File: src/rtl/mem_bus_engine.sv
// MAR/MDR memory bus engine: latches address/data from the internal bus and runs
// req/ack memory cycles with timeout. Optional MEM_AUTOINC_EN: MAR increments after each completed access.
module mem_bus_engine #(
    parameter int CPU_W   = 32,
    parameter int ADDR_W  = 16,
    parameter int DATA_W  = 16,
    parameter int TMO_CYC = 15
) (
    input  logic              clk,
    input  logic              rst_n,
    input  logic              marce,
    input  logic              mdrput,
    input  logic              mdrget,
    input  logic              rd_req,
    input  logic              wr_req,
    input  logic [CPU_W-1:0]  int_bus_in,
    output logic [CPU_W-1:0]  int_bus_out,
    output logic              busy,
    output logic              done,
    output logic              err,
    output logic              mem_req,
    output logic              mem_we,
    output logic [ADDR_W-1:0] mem_addr,
    output logic [DATA_W-1:0] mem_wdata,
    input  logic [DATA_W-1:0] mem_rdata,
    input  logic              mem_ack
);

    localparam int CNT_W = (TMO_CYC < 1) ? 1 : $clog2(TMO_CYC + 1);

    typedef enum logic [1:0] {
        S_IDLE,
        S_ACCESS,
        S_DONE,
        S_FAIL
    } state_t;

    state_t            state_reg, state_next;
    logic [ADDR_W-1:0] mar_reg, mar_next;
    logic [DATA_W-1:0] mdr_reg, mdr_next;
    logic [CNT_W-1:0]  cnt_reg, cnt_next;
    logic              we_reg, we_next;
    logic              ill_reg, ill_next;

    // Upper internal-bus bits beyond ADDR_W/DATA_W are intentionally dropped.
    logic unused_bus;
    assign unused_bus = ^int_bus_in;

    always_ff @(posedge clk or negedge rst_n) begin
        if (!rst_n) begin
            state_reg <= S_IDLE;
            mar_reg   <= '0;
            mdr_reg   <= '0;
            cnt_reg   <= '0;
            we_reg    <= 1'b0;
            ill_reg   <= 1'b0;
        end else begin
            state_reg <= state_next;
            mar_reg   <= mar_next;
            mdr_reg   <= mdr_next;
            cnt_reg   <= cnt_next;
            we_reg    <= we_next;
            ill_reg   <= ill_next;
        end
    end

    always_comb begin
        state_next = state_reg;
        mar_next   = mar_reg;
        mdr_next   = mdr_reg;
        cnt_next   = cnt_reg;
        we_next    = we_reg;
        ill_next   = 1'b0;
        case (state_reg)
            S_IDLE: begin
                if (marce)
                    mar_next = int_bus_in[ADDR_W-1:0];
                if (mdrput)
                    mdr_next = int_bus_in[DATA_W-1:0];
                // Simultaneous read and write is rejected without touching memory.
                if (rd_req && wr_req) begin
                    ill_next = 1'b1;
                end else if (rd_req || wr_req) begin
                    state_next = S_ACCESS;
                    cnt_next   = '0;
                    we_next    = wr_req;
                end
            end
            S_ACCESS: begin
                if (mem_ack) begin
                    state_next = S_DONE;
                    if (!we_reg)
                        mdr_next = mem_rdata;
                end else if (cnt_reg == CNT_W'(TMO_CYC)) begin
                    state_next = S_FAIL;
                end else begin
                    cnt_next = cnt_reg + 1'b1;
                end
            end
            S_DONE: begin
                state_next = S_IDLE;
`ifdef MEM_AUTOINC_EN
                mar_next = mar_reg + 1'b1;
`else
                mar_next = mar_reg;
`endif
            end
            S_FAIL: begin
                state_next = S_IDLE;
            end
            default: begin
                state_next = S_IDLE;
            end
        endcase
    end

    assign busy      = (state_reg == S_ACCESS);
    assign mem_req   = (state_reg == S_ACCESS);
    assign mem_we    = (state_reg == S_ACCESS) && we_reg;
    assign done      = (state_reg == S_DONE);
    assign err       = (state_reg == S_FAIL) || ill_reg;
    assign mem_addr  = mar_reg;
    assign mem_wdata = mdr_reg;

    // Zero-extended MDR onto the internal bus, gated by mdrget.
    for (genvar gi = 0; gi < CPU_W; gi++) begin : g_bus_out
        if (gi < DATA_W) begin : g_data
            assign int_bus_out[gi] = mdrget & mdr_reg[gi];
        end else begin : g_zero
            assign int_bus_out[gi] = 1'b0;
        end
    end

endmodule

File: config.mk
export PLATFORM = sky130hd
export DESIGN_NAME = mem_bus_engine
export DESIGN_NICKNAME = d
export VERILOG_FILES = /design/src/rtl/mem_bus_engine.sv
export SDC_FILE = /design/constraint.sdc
export NUM_CORES = 1
export LEC_CHECK = 0
export ABC_CLOCK_PERIOD_IN_PS = 2350
export CAP_MARGIN = 20
export CORE_ASPECT_RATIO = 1.1
export CORE_MARGIN = 2
export CORE_UTILIZATION = 38
export DETAILED_ROUTE_END_ITERATION = 6
export GPL_TIMING_DRIVEN = 0
export PLACE_DENSITY_LB_ADDON = 0.05
export SETUP_SLACK_MARGIN = 0.5
export SLEW_MARGIN = 20
export SYNTH_ARGS = -nofsm -noshare
export SYNTH_HDL_FRONTEND = slang
export SYNTH_SLANG_ARGS = --single-unit
export TNS_END_PERCENT = 30
File: constraint.sdc
create_clock -name clk -period 2.35 [get_ports clk]
set_clock_uncertainty 0.2 [all_clocks]
set_input_delay 0.5875 -clock clk [delete_from_list [all_inputs] [get_ports clk]]
set_output_delay 0.5875 -clock clk [all_outputs]
set_load 0.1 [all_outputs]
==> results.md <==
Status
* finished, final reports clean — run status

Global route
* 28.8% — M2 GR Usage
* 17.3% — GRT Util Overall
* 23 — pin count of the biggest net entering global routing
* met2 — busiest layer in global routing
* 20.3% — met1 layer usage reported by global route
* 5.95% — met3 track utilization from global routing
* 0 — number of antenna violations at the first check in global routing
* 1,688 — number of global-route vias before repair
* 8270 um — first-pass GRT wire length
* 0 — grt total ovfl

Setup path
* dfrtp_2 — slowest stage cell on the critical path
* 0.44 ns — Max stage delay on crit path
* reg2out — type of the setup path with the least slack
* 1.34 ns — Worst EP arrival
* 3 — Critical Path Fanout Max
* nand2b_4, inv_4, buf_8, buf_12, buf_6, buf_12 — Cell Chain, Critical Path
* output pin — crit end category
* 1.56 ns — required time at the endpoint of the critical path
* 0.48 ns — slack of the worst reg-to-reg path
* buf_12 — cell type with the highest occurrence count on the critical path
* flop — critical path startpoint category

Place
* 3740 um — DPL Wire Length
* 0.698 — routability congestion estimate from global placement
* 92 — number of input and output port buffers inserted

Yosys
* 13.0 um^2 — mean instance size in the synthesized netlist
* dfrtp_1 — biggest area consumer among synthesized cells
* dfrtp_1, mux2_2, mux2_4 — cells taking the most area after synthesis
* 165 — synthesized instance count
* 46.5% — area share of the largest cell type after synthesis
* 40 — register bit count reported by yosys
* 2150 um^2 — netlist area before placement
* 46.5% — sequential fraction of the synthesis area
* 0 — yosys warns
* 29 — distinct cell type count of the synthesized netlist

Routing
* 27 — count of routing violations after the opening detailed-route iteration
* 4.43 — average vias per placed instance
* 14.2 um — average wire per standard cell
* 0 — DRC viols
* 4 — count of TritonRoute iterations in the first routing pass
* 5340 um — drt total wl
* 1,662 — vias after detailed routing
* 0 — Antenna Violating Nets Remaining

Clock tree
* built — clock tree from TritonCTS
* 2 — worst-case clock buffer depth
* 0.08 ns — Clk pin slew, worst setup/hold paths
* 5 — cts bufs inserted
* 40 — number of clock sinks
* 2 — H-tree levels
* clkbuf_8 — CTS root buf
* 0.29 ns — source-to-sink clock delay at the later pin of the worst-skew pair

Finish
* 81.5% — Area Growth Syn to Fin
* 0 — antenna cells
* 358 — number of nets in the layout
* 66.0% — fraction of final layout cells with drive strength greater than 1
* buf_4 — most common library cell in the layout ignoring fill and taps
* buf_4, clkdlybuf4s50_1, mux2_2 — commonest cells after routing, fill and taps aside

Timing
* 0.559 ns — measured slew at the worst slew-check pin
* 62.9% — Max-Slew Margin vs Limit
* 0 — count of endpoints failing setup in the final report
* 0.0491 ns — Hold Worst Slack
* 0.469 GHz — top achievable clock speed
* yes — setup repair after global routing missed its margin
* 90.7% — fraction of the cycle the final worst path needs
* 0 — endpoints failing hold
* 0 — max-slew violation total from the final report
* 2.13 ns — clock period minus final worst setup slack

Die
* 6280 um^2 — Total Die Area
* 75.8 um — die width
* 5430 um^2 — placeable core region
* 125 — num ports
* 39.6% — initial cell density of the core
* 28 — number of rows created at floorplan
* 82.9 um — Die Span Y

Worst hold path
* in2async — Hold Path Class

Run
* 0 — maxcap violations

## synthesized netlist by cell type
master	count
o311ai_0	1
a21o_1	1
nor2_1	3
inv_2	1
nand3b_1	1
mux2_4	17
buf_12	1
clkbuf_1	1
buf_2	1
conb_1	1
or4_1	2
buf_4	18
buf_6	3
nor2b_1	1
dfrtp_1	40
a32o_1	1
nor4b_1	1
mux2i_1	3
nand3_1	3
inv_1	4
mux2_2	31
nand2_1	4
o22ai_1	1
nand2b_4	1
and2_1	18
ha_1	3
a31oi_1	1
o21ai_0	1
a311o_1	1
## cells by family after synthesis
family                   count (synthesis)  share of synthesized area (%)
AO/OA/AOI/OAI                            7                           2.50
multiplexers                            51                           29.5
flip-flops                              40                           46.5
other                                    1                          0.174
AND/OR/NAND/NOR                         34                           9.53
buffers and inverters                   29                           10.1
adder cells (fa/ha/maj)                  3                           1.74
## routing by layer
metal | part of all wire (%) | wire length [um] | vias up
met1 | 39 | 2090 | 786
li1 | - | - | 803
met2 | 51 | 2730 | 67
met4 | 1.4 | 73 | 0
met3 | 8.4 | 449 | 6
met5 | 0 | 0 | -
## final cells by class
| cell class | instances | area (um^2) |
|---|---|---|
| fillers | 384 | 1520 |
| repair buffers | 112 | 1350 |
| multi-input cells | 111 | 1070 |
| flip-flops and latches | 40 | 1040 |
| plain buffers | 24 | 249 |
| well taps | 75 | 93.8 |
| clock buffers | 5 | 68.8 |
| inverters | 5 | 21.3 |
| clock inverters | 3 | 18.8 |
## worst max-delay path: cells and delay by family (launching register included)
kind          cells  cell delay, ns
buf+inv           5            0.52
flops             1            0.44
simple gates      1            0.09
## through the flow
step	TNS (ns)	cell area (um^2)	std cells	util (%)	worst slack, ns
global placement	-46.20	3310	347	61.0	-1.16
floorplan	0	2300	180	-	0.246
detailed placement	-19.21	3340	348	61.4	-1.15
global route	0	3910	375	71.9	0.175
finish	0	3910	375	71.9	0.219
CTS	0	3780	367	69.5	0.200
## what timing repair did
| action | in CTS | in global routing |
|---|---|---|
| setup endpoints to repair | 84 | 88 |
| pin swaps | 1 | 2 |
| buffers inserted | 10 | 6 |
| hold buffers | 0 | 0 |
| gates resized for setup | 316 | 28 |
| cloned | 1 | 2 |
## path summary, 6_finish.rpt
path	start	endpoint	cells past startpoint
setup / recovery	state_reg[0]$_DFFE_PN0P_	mem_req	6
hold / removal	rst_n	mem_wdata[12]$_DFFE_PN0P_	1
setup reg to reg	state_reg[1]$_DFFE_PN0P_	mem_wdata[10]$_DFFE_PN0P_	7
hold reg to reg	mem_addr[11]$_DFFE_PN0P_	mem_addr[11]$_DFFE_PN0P_	1
max in group asynchronous	rst_n	mem_wdata[14]$_DFFE_PN0P_	2
min in group clk	mem_addr[11]$_DFFE_PN0P_	mem_addr[11]$_DFFE_PN0P_	1
Power is left out: the tool's default activity adds up to more than one toggle a clock period on the data nets, which glitch-free logic cannot reach.
